$ cat src/rtl/bus_transfer_ctrl_pkg.sv
// Shared encodings for the bus transfer control unit: FSM states, operation
// codes and bus-select codes.
package bus_transfer_ctrl_pkg;

    localparam int STATE_W = 3;

    localparam logic [STATE_W-1:0] ST_IDLE  = 3'd0;
    localparam logic [STATE_W-1:0] ST_XFER0 = 3'd1;
    localparam logic [STATE_W-1:0] ST_XFER1 = 3'd2;
    localparam logic [STATE_W-1:0] ST_XFER2 = 3'd3;
    localparam logic [STATE_W-1:0] ST_DONE  = 3'd4;

    localparam logic OP_MOVE = 1'b0;
    localparam logic OP_SWAP = 1'b1;

    localparam logic BUS_1 = 1'b0;
    localparam logic BUS_2 = 1'b1;

endpackage

$ cat src/rtl/onehot_decoder.sv
// Gated index-to-one-hot decoder. An index outside 0..NREGS-1 or a low gate
// yields an all-zero vector, so at most one bit is ever set.
module onehot_decoder #(
    parameter int IDXW  = 3,
    parameter int NREGS = 8
) (
    input  logic [IDXW-1:0]  idx,
    input  logic             gate,
    output logic [NREGS-1:0] onehot
);

    // Compare the index against every register position.
    always_comb begin
        // NOTE: default every combinational output first so no path leaves it unassigned (no latch).
        onehot = '0;
        for (int i = 0; i < NREGS; i++) begin
            onehot[i] = gate && (idx == IDXW'(i));
        end
    end

endmodule

$ cat src/rtl/bus_transfer_ctrl.sv
// Bus transfer controller: accepts MOVE/SWAP requests and sequences the
// per-register load and bus output-enable strobes. SWAP goes through the
// reserved temp register (index NREGS-1). Strobes are decoded purely from the
// FSM state and the captured request.
module bus_transfer_ctrl
    import bus_transfer_ctrl_pkg::*;
#(
    parameter int NREGS = 8,
    parameter int IDXW  = 3
) (
    input  logic             clock,
    input  logic             reset,
    input  logic             req_valid,
    output logic             req_ready,
    input  logic             req_op,
    input  logic             req_bus,
    input  logic [IDXW-1:0]  req_src,
    input  logic [IDXW-1:0]  req_dst,
    output logic [NREGS-1:0] load,
    output logic [NREGS-1:0] enable1,
    output logic [NREGS-1:0] enable2,
    output logic             done,
    output logic             err
);

    localparam logic [IDXW-1:0] TMP_IDX   = IDXW'(NREGS - 1);
    localparam logic [IDXW:0]   NREGS_EXT = (IDXW + 1)'(NREGS);

    logic [STATE_W-1:0] state;
    logic [STATE_W-1:0] state_nxt;
    logic               cap_op;
    logic               cap_bus;
    logic [IDXW-1:0]    cap_src;
    logic [IDXW-1:0]    cap_dst;

    logic               accept;
    logic               xfer;
    logic [IDXW-1:0]    from_idx;
    logic [IDXW-1:0]    to_idx;

    // A request is rejected when an index is out of range, or when a SWAP
    // would use the temp register as one of its operands.
    function automatic logic is_bad(input logic op, input logic [IDXW-1:0] src,
                                    input logic [IDXW-1:0] dst);
        return ({1'b0, src} >= NREGS_EXT) || ({1'b0, dst} >= NREGS_EXT) ||
               ((op == OP_SWAP) && ((src == TMP_IDX) || (dst == TMP_IDX)));
    endfunction

    assign req_ready = (state == ST_IDLE);
    assign accept    = req_valid && req_ready;
    assign done      = (state == ST_DONE);
    assign err       = done && is_bad(cap_op, cap_src, cap_dst);

    // Next-state selection; bad and no-op requests jump straight to DONE.
    always_comb begin
        state_nxt = state;
        case (state)
            ST_IDLE: begin
                if (accept) begin
                    if (is_bad(req_op, req_src, req_dst) || (req_src == req_dst)) begin
                        state_nxt = ST_DONE;
                    end else begin
                        state_nxt = ST_XFER0;
                    end
                end
            end
            ST_XFER0: state_nxt = (cap_op == OP_SWAP) ? ST_XFER1 : ST_DONE;
            ST_XFER1: state_nxt = ST_XFER2;
            ST_XFER2: state_nxt = ST_DONE;
            ST_DONE:  state_nxt = ST_IDLE;
            default:  state_nxt = ST_IDLE;
        endcase
    end

    // State register and request capture at acceptance.
    always_ff @(posedge clock or negedge reset) begin
        if (!reset) begin
            // NOTE: the captured request is reset as well, so err decodes to a known value from the first cycle.
            state   <= ST_IDLE;
            cap_op  <= OP_MOVE;
            cap_bus <= BUS_1;
            cap_src <= '0;
            cap_dst <= '0;
        end else begin
            // NOTE: sequential state uses non-blocking assignments so every register samples pre-edge values.
            state <= state_nxt;
            if (accept) begin
                cap_op  <= req_op;
                cap_bus <= req_bus;
                cap_src <= req_src;
                cap_dst <= req_dst;
            end
        end
    end

    // Pick the driving and loading register for the current transfer step.
    always_comb begin
        xfer     = 1'b0;
        from_idx = cap_src;
        to_idx   = cap_dst;
        case (state)
            ST_XFER0: begin
                xfer     = 1'b1;
                from_idx = cap_src;
                to_idx   = (cap_op == OP_SWAP) ? TMP_IDX : cap_dst;
            end
            ST_XFER1: begin
                xfer     = 1'b1;
                from_idx = cap_dst;
                to_idx   = cap_src;
            end
            ST_XFER2: begin
                xfer     = 1'b1;
                from_idx = TMP_IDX;
                to_idx   = cap_dst;
            end
            default: begin
                xfer = 1'b0;
            end
        endcase
    end

    onehot_decoder #(.IDXW(IDXW), .NREGS(NREGS)) u_load_dec (
        .idx    (to_idx),
        .gate   (xfer),
        .onehot (load)
    );

    onehot_decoder #(.IDXW(IDXW), .NREGS(NREGS)) u_en1_dec (
        .idx    (from_idx),
        .gate   (xfer && (cap_bus == BUS_1)),
        .onehot (enable1)
    );

    onehot_decoder #(.IDXW(IDXW), .NREGS(NREGS)) u_en2_dec (
        .idx    (from_idx),
        .gate   (xfer && (cap_bus == BUS_2)),
        .onehot (enable2)
    );

endmodule

$ cat config.mk
export PLATFORM = sky130hd
export DESIGN_NAME = bus_transfer_ctrl
export DESIGN_NICKNAME = d
export VERILOG_FILES = /design/src/rtl/bus_transfer_ctrl_pkg.sv /design/src/rtl/onehot_decoder.sv /design/src/rtl/bus_transfer_ctrl.sv
export SDC_FILE = /design/constraint.sdc
export NUM_CORES = 1
export LEC_CHECK = 0
export ABC_AREA = 1
export BUFFER_PORTS_ARGS = -buffer_cell sky130_fd_sc_hd__clkbuf_2
export CAP_MARGIN = 20
export CORE_MARGIN = 10
export CORE_UTILIZATION = 40
export CTS_CLUSTER_SIZE = 8
export DETAILED_ROUTE_END_ITERATION = 10
export PLACE_DENSITY = 0.65
export SETUP_SLACK_MARGIN = 0.4
export SLEW_MARGIN = 0
export SYNTH_ARGS = -nofsm -noshare
export SYNTH_HDL_FRONTEND = slang
export SYNTH_SLANG_ARGS = --single-unit
export TNS_END_PERCENT = 10
$ cat constraint.sdc
create_clock -name clock -period 1.9 [get_ports clock]
set_input_delay 0.38 -clock clock [delete_from_list [all_inputs] [get_ports clock]]
set_output_delay 0.38 -clock clock [all_outputs]
set_load 0.03 [all_outputs]
==> flow_metrics.tcl <==
set metrics [dict create \
    path_max_fanout 6 \
    regArea_sq_um 277 \
    status "finished, violations left" \
    ys_types 19 \
    p_sw_share_pct 56.0 \
    drtIter0Drc 32 \
    placed_cell_area_sq_um 1240 \
    final_cell_area_sq_um 1640 \
    hold_depth 3 \
    yosys_warnings 0 \
    antenna_found_initial 0 \
    nets 218 \
    p_int_mw 1.30 \
    clk_path_buf_depth 2 \
    dieArea_sq_um 4620 \
    reg2regPathDepth 7 \
    syn_nets 162 \
    die_h_microns 68.0 \
    place_inst 218 \
    drtPass1Iterations 4 \
    setup_ws_ns -0.208 \
    grt_usage_pct 14.6 \
    hold_class "input pin to register" \
    fillCellCount 173 \
    cts_max_level 1 \
    cts_made_buffers 3 \
    power.switching_mw 1.66 \
    seqPwrFrac_pct 16.7 \
    vias 1177 \
    grt-ovfl-total 0 \
    cts-root-buf "clkbuf_4" \
    ant_nets 0 \
    cts.sinks 11 \
    path_clk_slew_ns 0.07 \
    multi_input_area_sq_um 714 \
    instances_no_fill 234 \
    drc 0 \
    rsz0062_at_grt "yes" \
    gp_congestion 0.843 \
    path_class "register to primary output" \
    cts_tree "built" \
    leakage_nw 0.780 \
    clk_latency_ns 0.27 \
    violations "negative setup slack" \
    syn_inst 151 \
    area_growth_pct 78.5 \
    wl_per_cell_microns 13.6 \
    period_share_pct 111 \
    critPathCaptureType "primary output" \
    grt_pass1_wl_microns 5280 \
    grt_pass1_vias 1210 \
    synth_area_sq_um 920 \
    ir_drop_uv 1040 \
    hold_viol 0 \
    drive_gt1_share_pct 54.9 \
    start_kind "register" \
    io_pins 38 \
    post-route-min-period_ns 2.11 \
    powerDensity_nw_per_um2 1800 \
    syn_area_per_cell_sq_um 6.09 \
    ys_ff_latch 11 \
    path_cells "nor2_4 > buf_4 > nor2_1 > a21oi_2 > nand3_2 > nor2_2 > clkbuf_8" \
    cp_slowest_cell "dfrtp_2" \
    max_slew.worst_pin.slew_ns 0.288 \
    worstPathRequired_ns 1.52 \
    critical_path_arrival_ns 1.73 \
    yosysSeqAreaShare_pct 29.9 \
    core_area_sq_um 2190 \
    max_slew_margin_pct 80.8 \
    drv_slew 0 \
    clock_skew_ns 0.00350 \
    grt_start_max_net_pins 17 \
    p_comb_share_pct 78.1 \
    viasPerCell 5.03 \
    hpwlAfterDp_microns 2260 \
    totalWireLength_microns 3190 \
    port_buffers 37 \
    num_rows 17 \
    p_clk_share_pct 5.2 \
    start_util_pct 42.0 \
    insertedDiodeCount 0 \
    finalSetupViolCount 24 \
    worst_hold_slack_ns 0.363 \
    die_w_microns 68.0 \
    fmax_ghz 0.474 \
    maxCapViolations 0 \
    critPathMaxStageDelay_ns 0.46 \
]
-- worst max-delay path: cells and delay by family (launching register included) --
family,cells,cell delay [ns]
simple gates,4,0.50
flops,1,0.46
compound gates,1,0.20
buf+inv,2,0.31
-- cells by family (layout without fill, tap and decap cells) --
| logic type | Yosys count | in the layout | share of synthesized area [%] |
|---|---|---|---|
| AND/OR/NAND/NOR | 106 | 106 | 51.7 |
| AO/OA/AOI/OAI | 17 | 17 | 11.3 |
| buffers and inverters | 17 | 72 | 7.07 |
| flip-flops | 11 | 11 | 29.9 |
-- metrics by stage --
stage          setup WS (ns)  util [%]  setup TNS, ns  total power, mW
6_report              -0.208      74.9          -3.92             2.96
5_1_grt               -0.329      74.9          -7.02             3.18
4_1_cts               -0.176      73.2          -3.35             2.83
3_5_place_dp         0.00689      56.6              0             2.24
3_3_place_gp          0.0495      56.6              0             2.21
2_1_floorplan          0.139         -              0             1.81
-- Yosys cell counts --
library cell  count  area share (%)
nand2_4           1             1.2
nand2_1          45              18
nor3_1            2             1.1
inv_1            12             4.9
inv_2             4             1.6
nand4_1           1            0.68
o21ai_0           7             3.8
o21ai_1           1            0.54
o21ai_4           1             1.8
nand2_2           3             2.0
buf_2             1            0.54
nor2_4            4             4.9
nor2_2            3             2.0
dfrtp_1          11              30
nand3_1          16             8.7
a21oi_2           1            0.95
o21ai_2           1            0.95
nor2_1           31              13
a21oi_1           6             3.3
-- power groups by stage --
| stage | sequential, mW | clock [mW] | combinational [mW] |
|---|---|---|---|
| floorplan | 0.457 | 0 | 1.36 |
| global placement | 0.499 | 0 | 1.71 |
| detailed placement | 0.502 | 0 | 1.74 |
| CTS | 0.484 | 0.162 | 2.19 |
| global route | 0.508 | 0.175 | 2.50 |
| finish | 0.493 | 0.155 | 2.31 |
-- final cells by class --
| class | count | area share (%) |
|---|---|---|
| flip-flops and latches | 11 | 16.8 |
| inverters | 16 | 3.81 |
| multi-input cells | 123 | 43.5 |
| repair buffers | 52 | 32.1 |
| clock buffers | 4 | 1.60 |
| well taps | 28 | 2.13 |
-- layer usage --
| metal | up-vias | GRT usage, % | routed length [microns] | part of all wire, % |
|---|---|---|---|---|
| li1 | 592 | - | - | - |
| met1 | 531 | 14.5 | 1260 | 40 |
| met2 | 43 | 28.3 | 1620 | 51 |
| met3 | 11 | 1.96 | 192 | 6.0 |
| met4 | 0 | 8.04 | 115 | 3.6 |
| met5 | - | 0 | 0 | 0 |
-- registers in the layout (all words and copies together), names as in the netlist --
name and flops:
cap_bus 1, cap_dst 3, cap_op 1, cap_src 3, state 3
-- worst paths after layout --
kind | start | end | slack, ns
setup / recovery | state[2]$_DFFE_PN0P_ | enable2[6] | -0.21
hold / removal | req_bus | cap_bus$_DFFE_PN0P_ | 0.36
setup reg to reg | state[1]$_DFFE_PN0P_ | cap_src[2]$_DFFE_PN0P_ | 0.60
hold reg to reg | cap_bus$_DFFE_PN0P_ | cap_bus$_DFFE_PN0P_ | 0.54
max in group asynchronous | reset | state[2]$_DFFE_PN0P_ | 1.12
min in group asynchronous | reset | state[0]$_DFFE_PN0P_ | 0.55
-- timing repair --
| item | CTS | global route |
|---|---|---|
| pin swaps | 16 | 8 |
| endpoints found under the hold margin | 11 | 0 |
| buffers inserted | 9 | 2 |
| hold buffers | 1 | 0 |
| gates resized for setup | 63 | 10 |
| setup endpoints to repair | 27 | 31 |
-- layout by cell type, fill, tap and decap left out, drive strengths merged --
cell type    instances
o21ai               10
nor2                38
clkbuf              38
buf                 17
a21oi                7
nand2               49
nor3                 2
nand4                1
nand3               16
inv                 16
dlygate4sd3          1
dfrtp               11
Note: power is estimated with default switching activity, not from simulation.
